[config.mk]
export PLATFORM = sky130hd
export DESIGN_NAME = predicate_sender
export DESIGN_NICKNAME = d
export VERILOG_FILES = /design/src/rtl/predicate_sender.sv
export SDC_FILE = /design/constraint.sdc
export NUM_CORES = 1
export LEC_CHECK = 0
export CAP_MARGIN = 20
export CORE_ASPECT_RATIO = 1.4
export CORE_MARGIN = 2
export CORE_UTILIZATION = 25
export CTS_CLUSTER_DIAMETER = 100
export DETAILED_ROUTE_END_ITERATION = 8
export PLACE_DENSITY_LB_ADDON = 0.05
export REMOVE_ABC_BUFFERS = 1
export SYNTH_ARGS = -nofsm -noshare
export SYNTH_HDL_FRONTEND = slang
export SYNTH_SLANG_ARGS = --single-unit
[constraint.sdc]
create_clock -name clk -period 5.5 [get_ports clk]
set_clock_uncertainty 0.15 [all_clocks]
set_input_delay 0.55 -clock clk [delete_from_list [all_inputs] [get_ports clk]]
set_output_delay 0.55 -clock clk [all_outputs]
set_load 0.1 [all_outputs]
[src/rtl/predicate_sender.sv]
`default_nettype none
// ============================================================================
// Module      : predicate_sender
// Description : Producer end of the predicate operand path. Buffers completed
//               test-instruction results in a small FIFO and serialises each
//               one into an operand packet per valid target, carrying the
//               predicate bit in op_data[0].
// Revision    : 1.0 - initial release
// ============================================================================
module predicate_sender #(
   parameter int DATA_W = 64,
   parameter int TGT_W  = 9,
   parameter int BID_W  = 3,
   parameter int DEPTH  = 4
) (
   input  logic              clk,
   input  logic              rst,
   input  logic              flush,
   input  logic              res_valid,
   output logic              res_ready,
   input  logic              res_cond,
   input  logic              res_null,
   input  logic [BID_W-1:0]  res_bid,
   input  logic              res_t0_vld,
   input  logic [TGT_W-1:0]  res_t0,
   input  logic              res_t1_vld,
   input  logic [TGT_W-1:0]  res_t1,
   output logic              op_valid,
   input  logic              op_ready,
   output logic [DATA_W-1:0] op_data,
   output logic              op_null,
   output logic [BID_W-1:0]  op_bid,
   output logic [TGT_W-1:0]  op_tgt,
   output logic [15:0]       sent_cnt,
   output logic [7:0]        drop_cnt
);

   localparam int c_AW    = $clog2(DEPTH);
   localparam int c_ENT_W = 4 + BID_W + 2 * TGT_W;

   localparam logic [1:0] c_IDLE  = 2'd0;
   localparam logic [1:0] c_SEND0 = 2'd1;
   localparam logic [1:0] c_SEND1 = 2'd2;

   // Entry layout: {cond, null, bid, t0_vld, t0, t1_vld, t1}
   logic [c_ENT_W-1:0] r_mem [DEPTH];
   logic [c_AW:0]      r_wr_ptr;
   logic [c_AW:0]      r_rd_ptr;
   logic [1:0]         r_state;

   logic               r_op_valid;
   logic [DATA_W-1:0]  r_op_data;
   logic               r_op_null;
   logic [BID_W-1:0]   r_op_bid;
   logic [TGT_W-1:0]   r_op_tgt;
   logic [15:0]        r_sent_cnt;
   logic [7:0]         r_drop_cnt;

   logic               w_full;
   logic               w_empty;
   logic               w_push;
   logic               w_pop;
   logic               w_drop;
   logic [c_ENT_W-1:0] w_res_ent;
   logic [c_ENT_W-1:0] w_head;
   logic               w_head_cond;
   logic               w_head_null;
   logic [BID_W-1:0]   w_head_bid;
   logic               w_head_t0_vld;
   logic [TGT_W-1:0]   w_head_t0;
   logic               w_head_t1_vld;
   logic [TGT_W-1:0]   w_head_t1;
   logic [DATA_W-1:0]  w_head_data;

   // Occupancy flags come only from registered pointers, so res_ready never
   // depends combinationally on op_ready.
   assign w_empty   = (r_wr_ptr == r_rd_ptr);
   assign w_full    = (r_wr_ptr[c_AW] != r_rd_ptr[c_AW]) &&
                      (r_wr_ptr[c_AW-1:0] == r_rd_ptr[c_AW-1:0]);
   assign res_ready = !w_full;
   assign w_push    = res_valid && !w_full && !flush;

   assign w_res_ent = {res_cond, res_null, res_bid, res_t0_vld, res_t0, res_t1_vld, res_t1};
   assign w_head    = r_mem[r_rd_ptr[c_AW-1:0]];
   assign {w_head_cond, w_head_null, w_head_bid, w_head_t0_vld, w_head_t0,
           w_head_t1_vld, w_head_t1} = w_head;
   assign w_head_data = {{(DATA_W-1){1'b0}}, w_head_cond};

   // Entries with no valid target are retired directly from IDLE.
   assign w_drop = (r_state == c_IDLE) && !w_empty && !w_head_t0_vld && !w_head_t1_vld;

   // Head is retired after its last packet handshakes or when it is dropped.
   always_comb begin
      w_pop = 1'b0;
      case (r_state)
         c_IDLE:  w_pop = w_drop;
         c_SEND0: w_pop = op_ready && !w_head_t1_vld;
         c_SEND1: w_pop = op_ready;
         default: w_pop = 1'b0;
      endcase
   end

   // FIFO storage write; contents need no reset because pointers gate reads.
   always_ff @(posedge clk) begin
      if (w_push) begin
         r_mem[r_wr_ptr[c_AW-1:0]] <= w_res_ent;
      end
   end

   // Push/pop pointer update; flush empties the FIFO.
   always_ff @(posedge clk or posedge rst) begin
      if (rst) begin
         r_wr_ptr <= '0;
         r_rd_ptr <= '0;
      end else if (flush) begin
         r_wr_ptr <= '0;
         r_rd_ptr <= '0;
      end else begin
         if (w_push) r_wr_ptr <= r_wr_ptr + (c_AW+1)'(1);
         if (w_pop)  r_rd_ptr <= r_rd_ptr + (c_AW+1)'(1);
      end
   end

   // Send FSM with registered operand outputs, held stable while stalled.
   always_ff @(posedge clk or posedge rst) begin
      if (rst) begin
         r_state    <= c_IDLE;
         r_op_valid <= 1'b0;
         r_op_data  <= '0;
         r_op_null  <= 1'b0;
         r_op_bid   <= '0;
         r_op_tgt   <= '0;
      end else if (flush) begin
         r_state    <= c_IDLE;
         r_op_valid <= 1'b0;
      end else begin
         case (r_state)
            c_IDLE: begin
               if (!w_empty && (w_head_t0_vld || w_head_t1_vld)) begin
                  r_state    <= w_head_t0_vld ? c_SEND0 : c_SEND1;
                  r_op_valid <= 1'b1;
                  r_op_tgt   <= w_head_t0_vld ? w_head_t0 : w_head_t1;
                  r_op_data  <= w_head_data;
                  r_op_null  <= w_head_null;
                  r_op_bid   <= w_head_bid;
               end
            end
            c_SEND0: begin
               if (op_ready) begin
                  if (w_head_t1_vld) begin
                     r_state  <= c_SEND1;
                     r_op_tgt <= w_head_t1;
                  end else begin
                     r_state    <= c_IDLE;
                     r_op_valid <= 1'b0;
                  end
               end
            end
            c_SEND1: begin
               if (op_ready) begin
                  r_state    <= c_IDLE;
                  r_op_valid <= 1'b0;
               end
            end
            default: begin
               r_state    <= c_IDLE;
               r_op_valid <= 1'b0;
            end
         endcase
      end
   end

   // Statistics: handshakes wrap, drops saturate; flush does not clear them.
   always_ff @(posedge clk or posedge rst) begin
      if (rst) begin
         r_sent_cnt <= '0;
         r_drop_cnt <= '0;
      end else begin
         if (r_op_valid && op_ready) r_sent_cnt <= r_sent_cnt + 16'd1;
         if (w_drop && !flush && (r_drop_cnt != 8'hFF)) r_drop_cnt <= r_drop_cnt + 8'd1;
      end
   end

   assign op_valid = r_op_valid;
   assign op_data  = r_op_data;
   assign op_null  = r_op_null;
   assign op_bid   = r_op_bid;
   assign op_tgt   = r_op_tgt;
   assign sent_cnt = r_sent_cnt;
   assign drop_cnt = r_drop_cnt;

endmodule
`default_nettype wire
==> impl_metrics.ini, run 1 <==
[outcome]
status = finished clean

[drt]
postRouteAntennaNets = 0
first_pass_iters = 4
drt_iter0_markers = 130
vias = 3290
post_drt_via_cell_ratio = 4.08
route.detailed.drc = 0
routedWlPerCell_um = 16.7
routed_wl_mm = 13.5

[sta]
drv_slew = 0
finalSetupViolations = 0
post-route-period-util_pct = 61.7
rsz0062_at_grt = false
period_minus_slack_ns = 3.39
hold_viol = 0
max_freq_mhz = 295
maxSlewHeadroom_pct = 33.7
finalSetupTns_ns = 0
timing.final.ws_setup_ns = 2.11
tightest_slew_ns = 0.991

[layout]
multi_input_area_sq_um = 1910
fill_cells = 2478
synthToLayoutAreaGrowth_pct = 22.8
drive_gt1_share_pct = 19.7
regArea_sq_um = 4180
diodes = 0
nNetsFinal = 512

[yosys]
synth_edf_count = 100
netlist_top_cells_count = edfxtp_1, buf_4, dfrtp_1
avgSynthCellArea_sq_um = 16.3
syn_inst = 393
yosysWarnings = 0
synthTopCellsByArea = edfxtp_1, dfrtp_1, mux4_2
synthMostInstantiatedCell = edfxtp_1
syn_area_sq_um = 6390
synthFlopType = edfxtp_1
ys_ff_latch = 147
synth_area_leader_cell = edfxtp_1
synth.top_cell.area_share_pct = 47.0
synth-async-reset-ratio_pct = 32.0
yosysSeqAreaShare_pct = 65.4
synthDistinctLibCells = 38

[cts]
root_buffer = clkbuf_16
cts.sinks = 147
numCtsBuffers = 17
cts_tree = done
cts_hold_buffers = 0
cts_max_level = 4
clkTransAtPathRegs_ns = 0.06
post_cts_resized = 0
insertion_delay_ns = 0.42
clk_path_buf_depth = 2
post_cts_buffers = 0

[placed_design]
portBuffers = 69
pre_cts_slack_ns = 2.32
place_congestion = 0.701
place_hpwl_mm = 8.75

[setup_path]
cp_max_fo = 16
required_ns = 4.80
arrival_ns = 2.69
critPathKind = reg -> out
cp-end-kind = output port
critPathLaunchType = flip-flop

[pwr]
p_switching_w = 0.00171
swShare_pct = 40.8
p_comb_share_pct = 36.9
seq_power_share_pct = 34.1
total_power_w = 0.00420
p_per_area_nw_per_um2 = 535
p_leak_nw = 2.86
p_int_w = 0.00249
ir_worst_vdd_mv = 0.246
p_clk_share_pct = 29.0

[job]
max_cap_viol_count = 0

[die]
die_width_um = 139
rows = 69
core_region_area_sq_um = 25300
start_util_pct = 25.3
dieHeight_um = 193
ios = 133
die-area_sq_um = 26900

[global_route]
grt_pass1_wl_mm = 20.6
grt_pass1_vias = 3513
overflow = 0
grt_start_max_net_pins = 48
grt_usage_pct = 10.4
antenna_found_initial = 0

[min_path]
hold_class = reg -> reg
cell families after synthesis:
family,synth area share [%]
AO/OA/AOI/OAI,1.78
multiplexers,13.4
flip-flops,65.4
AND/OR/NAND/NOR,5.68
XOR/XNOR,3.84
buffers and inverters,8.52
other,0.0587
adder cells (fa/ha/maj),1.37
layout make-up:
cell class                      instances  share of cell area (%)
Clock buffer                           18                    5.47
Tap cell                              319                    5.08
Inverter                                8                   0.383
Multi-Input combinational cell        229                    24.3
Sequential cell                       147                    53.3
Clock inverter                         14                    2.45
Timing Repair Buffer                   72                    9.09
cell usage in the layout (no fill, tap or decap), types with 2 or more instances in the layout:
master,instances
edfxtp_1,100
clkdlybuf4s50_1,69
conb_1,63
dfrtp_1,46
mux4_2,25
mux2_2,25
xnor2_1,18
clkbuf_16,17
nand2_1,15
nand3_1,14
nor2_1,12
xor2_1,10
inv_1,7
ha_1,7
nand4_1,4
nor3_1,4
and2_2,4
clkinv_4,4
a21oi_1,3
and3_1,3
o21ai_0,3
bufinv_16,3
inv_8,3
inv_6,3
buf_4,3
nand3b_1,2
or3_1,2
and4_1,2
path summary, 6_finish.rpt:
kind / startpoint / end / slack, ns / depth (start not counted)
min in group asynchronous: rst / drop_cnt[4] / 0.49 / 3
max in group asynchronous: rst / r_rd_ptr[0] / 4.20 / 3
worst min register to register: sent_cnt[15] / sent_cnt[15] / 0.32 / 1
worst min-delay path: sent_cnt[15] / sent_cnt[15] / 0.32 / 1
worst max register to register: r_rd_ptr[0] / op_tgt[8] / 2.43 / 6
worst max-delay path: r_rd_ptr[0] / res_ready / 2.11 / 3
flip-flops by register name, indices dropped and copies added, names as in the netlist, 2 cells and up:
signal,cells
drop_cnt,8
op_bid,3
op_tgt,9
r_mem,100
r_rd_ptr,3
r_state,2
r_wr_ptr,3
sent_cnt,16
power groups by stage:
stage                     Sequential, W  Combinational [W]  Clock, W
after floorplan                 0.00203           0.000623         0
after global placement          0.00147            0.00157         0
after detailed placement        0.00146            0.00157         0
after CTS                       0.00144            0.00158   0.00125
after global routing            0.00146            0.00163   0.00131
final                           0.00143            0.00155   0.00122
routing by layer:
| layer | track usage, % | wire length (um) | part of all wire, % | vias up |
|---|---|---|---|---|
| li1 | - | - | - | 1494 |
| met1 | 11.2 | 5300 | 39 | 1692 |
| met2 | 19.4 | 7430 | 55 | 88 |
| met3 | 2.84 | 482 | 3.6 | 16 |
| met4 | 4.08 | 251 | 1.9 | 0 |
| met5 | 0 | 0 | 0 | - |
worst max-delay path: stages (launching register included):
cell	delay, ns
dfrtp_2	0.71
xnor2_1	0.20
nand3b_1	0.20
clkdlybuf4s50_1	1.17
stage by stage:
step | hold slack (ns) | instance area [sq um] | util, % | std cells
floorplan | 0.375 | 6110 | - | 384
global placement | 0.314 | 7230 | 28.6 | 775
detailed placement | 0.314 | 7230 | 28.6 | 775
CTS | 0.325 | 7850 | 31.0 | 807
global route | 0.357 | 7850 | 31.0 | 807
finish | 0.316 | 7850 | 31.0 | 807
No activity file was read; power rests on OpenSTA's default activity.
==> run 2: changes to the inputs <==
clock period = 2.87 ns   (was 5.5 ns; I/O delays follow)
==> impl_metrics.ini, run 2 (same netlist as run 1, synthesis figures left out) <==
[setup_path]
worst-path-buf-inv = 0
reg2reg_depth = 5
required_ns = 3.01
cp-end-kind = flip-flop
worstPathCellList = mux4_2 > nor2_4 > nor3_2 > o21ai_4 > mux2_2
r2r-end = op_tgt[6]
cp_slowest_stage_delay_ns = 0.59
arrival_ns = 2.48
cp_max_fo = 9
regToRegSetupSlack_ns = 0.54
r2r-start = r_rd_ptr[0]
critPathKind = reg -> reg
crit_slowest_cell = mux4_2
crit_family = multiplexers
critPathLaunchType = flip-flop

[layout]
largest_reg_flops = 100
layout_commonest_cell = edfxtp_1
synthToLayoutAreaGrowth_pct = 22.0
nNetsFinal = 521
final_cell_mix = edfxtp_1, conb_1, buf_4
drive_gt1_share_pct = 28.4
diodes = 0

[drt]
route.detailed.drc = 0
post_drt_via_cell_ratio = 3.97
first_pass_iters = 4
routed_wl_mm = 13.4
vias = 3242
drt_iter0_markers = 125
postRouteAntennaNets = 0
routedWlPerCell_um = 16.4

[cts]
post_cts_resized = 0
post_cts_buffers = 0
cts_max_level = 4
clkTransAtPathRegs_ns = 0.06
cts_tree = done
root_buffer = clkbuf_16
cts.sinks = 147
clk_path_buf_depth = 2
insertion_delay_ns = 0.41
numCtsBuffers = 17
cts_hold_buffers = 0

[die]
dieHeight_um = 193
core_region_area_sq_um = 25300
die_width_um = 139
rows = 69
ios = 133
die-area_sq_um = 26900
start_util_pct = 25.3

[sta]
period_minus_slack_ns = 2.33
finalSetupTns_ns = 0
max_freq_mhz = 429
maxSlewHeadroom_pct = 51.0
rsz0062_at_grt = false
drv_slew = 0
tightest_slew_ns = 0.735
hold_viol = 0
finalSetupViolations = 0
post-route-period-util_pct = 81.2

[global_route]
antenna_found_initial = 0
grt_pass1_wl_mm = 20.5
overflow = 0
grt_usage_pct = 10.4
grt_pass1_vias = 3436
grt_start_max_net_pins = 48

[pwr]
total_power_w = 0.00773
ir_worst_vdd_mv = 0.594
p_leak_nw = 2.94
p_per_area_nw_per_um2 = 991

[outcome]
status = finished clean

[min_path]
hold_class = in -> async

[placed_design]
place_hpwl_mm = 8.81
place_congestion = 0.675
portBuffers = 69

[job]
max_cap_viol_count = 0
==> run 2: cell count changes in the layout (fill, tap and decap cells not counted), sizes merged <==
| cell | before | now |
|---|---|---|
| bufinv | 3 | 0 |
| clkinv | 4 | 3 |
| inv | 14 | 16 |
| clkdlybuf4s50 | 69 | 29 |
| buf | 3 | 52 |
| clkinvlp | 1 | 3 |
==> run 2: cell type report <==
class	instances	area, sq um
fillers	2520	17500
flip-flops and latches	147	4180
multi-input cells	229	1900
repair buffers	81	743
clock buffers	18	429
well taps	319	399
clock inverters	14	118
inverters	8	30.0
==> run 2: tightest hold or removal path, delay by kind of cell <==
| kind | cells | cell delay [ns] |
|---|---|---|
| buffers and inverters | 3 | 0.98 |
==> run 2: per-stage QoR <==
stage | setup slack (ns) | hold slack [ns] | util [%] | std cells | instance area [sq um]
6_report | 0.539 | 0.229 | 30.8 | 816 | 7800
5_1_grt | 0.392 | 0.300 | 30.8 | 816 | 7800
4_1_cts | 0.495 | 0.254 | 30.8 | 816 | 7800
3_5_place_dp | 0.512 | 0.330 | 28.7 | 784 | 7250
3_3_place_gp | 0.533 | 0.315 | 28.7 | 784 | 7250
2_1_floorplan | -1.05 | 0.200 | - | 384 | 6110
==> run 2: worst max-delay path by stage <==
stage                      from      endpoint  slack [ns]  depth (start not counted)
global placement    r_rd_ptr[0]     op_tgt[1]        0.53                          5
CTS                 r_rd_ptr[0]     op_tgt[6]        0.49                          5
floorplan           r_rd_ptr[0]   r_mem[0][0]       -1.05                          5
detailed placement  r_rd_ptr[0]     op_tgt[6]        0.51                          5
finish              r_rd_ptr[0]     op_tgt[6]        0.54                          5
global route        r_rd_ptr[0]  r_mem[2][20]        0.39                          7
==> run 2: where the power goes <==
| group | internal [W] | switching [W] |
|---|---|---|
| logic | 0.000841 | 0.00216 |
| registers | 0.00249 | 0.000189 |
| clock network | 0.00113 | 0.000921 |
| total | 0.00447 | 0.00327 |
==> run 2: per-layer routing <==
| metal | routed length (um) | GRT usage [%] |
|---|---|---|
| met3 | 503 | 2.84 |
| met5 | 0 | 0 |
| met1 | 5140 | 11.1 |
| met2 | 7600 | 19.7 |
| met4 | 133 | 3.50 |
==> run 3: changes to the inputs <==
clock period = 1.95 ns   (was 2.87 ns; I/O delays follow)
==> impl_metrics.ini, run 3 (same netlist as run 1, synthesis figures left out) <==
[outcome]
status = finished, violations left
violations = setup timing

[die]
rows = 69
start_util_pct = 25.3
die-area_sq_um = 26900
die_width_um = 139
ios = 133
dieHeight_um = 193
core_region_area_sq_um = 25300

[cts]
numCtsBuffers = 17
root_buffer = clkbuf_16
clkTransAtPathRegs_ns = 0.07
cts_max_level = 4
cts_tree = done
cts.sinks = 147
clk_path_buf_depth = 2
insertion_delay_ns = 0.42

[drt]
routedWlPerCell_um = 17.6
first_pass_iters = 4
post_drt_via_cell_ratio = 4.05
vias = 3518
route.detailed.drc = 0
drt_iter0_markers = 64
routed_wl_mm = 15.3
postRouteAntennaNets = 0

[layout]
layout_commonest_cell = edfxtp_1
final_util_pct = 34.8
largest_reg_flops = 100
diodes = 0
fill_cells = 2442
synthToLayoutAreaGrowth_pct = 37.6
final_cell_mix = edfxtp_1, buf_4, conb_1
final_cells = 869
nNetsFinal = 574
stdcell_area_sq_um = 8790
drive_gt1_share_pct = 38.9

[placed_design]
pre_cts_slack_ns = -0.214
place_inst = 813
place_hpwl_mm = 9.33
placed_area_sq_um = 7610
place_congestion = 0.677
portBuffers = 69

[setup_path]
worstPathCellList = mux4_2 > and3_4 > o21ai_4 > buf_12 > mux2_2
cp-end-kind = flip-flop
required_ns = 2.10
critPathLaunchType = flip-flop
arrival_ns = 2.30
regToRegSetupSlack_ns = -0.20
cp_max_fo = 9
cp_slowest_stage_delay_ns = 0.58
critPathKind = reg -> reg
crit_slowest_cell = mux4_2

[global_route]
grt_usage_pct = 11.8
antenna_found_initial = 0
overflow = 0
grt_pass1_vias = 3757
grt_pass1_wl_mm = 23.2
grt_start_max_net_pins = 48

[sta]
whs_ns = 0.251
drv_slew = 0
period_minus_slack_ns = 2.15
max_freq_mhz = 464
post-route-period-util_pct = 110
finalSetupViolations = 126
hold_viol = 0
rsz0062_at_grt = true
timing.final.ws_setup_ns = -0.204

[min_path]
hold_class = in -> reg

[pwr]
p_per_area_nw_per_um2 = 1440
ir_worst_vdd_mv = 0.933
p_leak_nw = 3.44

[job]
max_cap_viol_count = 0
## run 3: cell count changes in the layout (fill, tap and decap cells not counted), moves of 4 or more
cell / delta
and2_1: -4
and2_4: +4
buf_12: +11
buf_16: +7
buf_4: +25
buf_6: +6
mux2_2: -16
mux2_4: +16
nor2_1: -4
## run 3: metrics by stage
stage	total power (W)	setup TNS, ns
after floorplan	0.00749	-230.97
after global placement	0.00891	-19.02
after detailed placement	0.00893	-19.92
after CTS	0.0127	-13.33
after global routing	0.0132	-23.37
final	0.0126	-12.53
## run 3: cell type report
type	count	area (sq um)	share of cell area, %
flip-flops and latches	147	4180	47.6
clock buffers	17	425	4.84
clock inverters	15	195	2.22
well taps	319	399	4.54
multi-input cells	229	2080	23.6
inverters	8	30.0	0.341
repair buffers	134	1490	16.9
## run 3: worst paths after layout
check | start | endpoint | cells after the start
min in group asynchronous | rst | op_bid[1] | 4
max | r_rd_ptr[0] | op_tgt[6] | 5
max reg2reg | r_rd_ptr[0] | op_tgt[6] | 5
min | res_t0[3] | r_mem[3][13] | 1
max in group asynchronous | rst | op_tgt[8] | 4
min reg2reg | sent_cnt[15] | sent_cnt[15] | 1
## run 3: report_power, final
part | internal (W) | leakage [nW] | switching, W | total [W]
Combinational | 0.00183 | 1.62 | 0.00335 | 0.00518
Clock | 0.00206 | 0.298 | 0.00141 | 0.00346
Sequential | 0.00367 | 1.52 | 0.000320 | 0.00399
Total | 0.00756 | 3.44 | 0.00508 | 0.0126
## run 3: what timing repair did
| action | in CTS | in global routing |
|---|---|---|
| hold buffers | 1 | 0 |
| pin swaps | 9 | 4 |
| endpoints found under the hold margin | 11 | 0 |
| endpoints found under the setup margin | 126 | 128 |
| gates cloned | 7 | 2 |
| resized for setup | 47 | 15 |
| buffers inserted | 11 | 3 |
## run 3: worst max-delay path: cells and delay by family (launching register included)
family          cells  cell delay [ns]
mux                 2             0.92
flops               1             0.42
simple gates        1             0.22
compound gates      1             0.16
buf+inv             1             0.16
## run 3: routing by layer
metal / vias up / track usage [%] / wire, um / part of all wire, %
li1: 1623 / - / - / -
met1: 1797 / 13.3 / 6180 / 40
met2: 83 / 21.4 / 8390 / 55
met3: 15 / 2.99 / 478 / 3.1
met4: 0 / 4.35 / 259 / 1.7
met5: - / 0 / 0 / 0
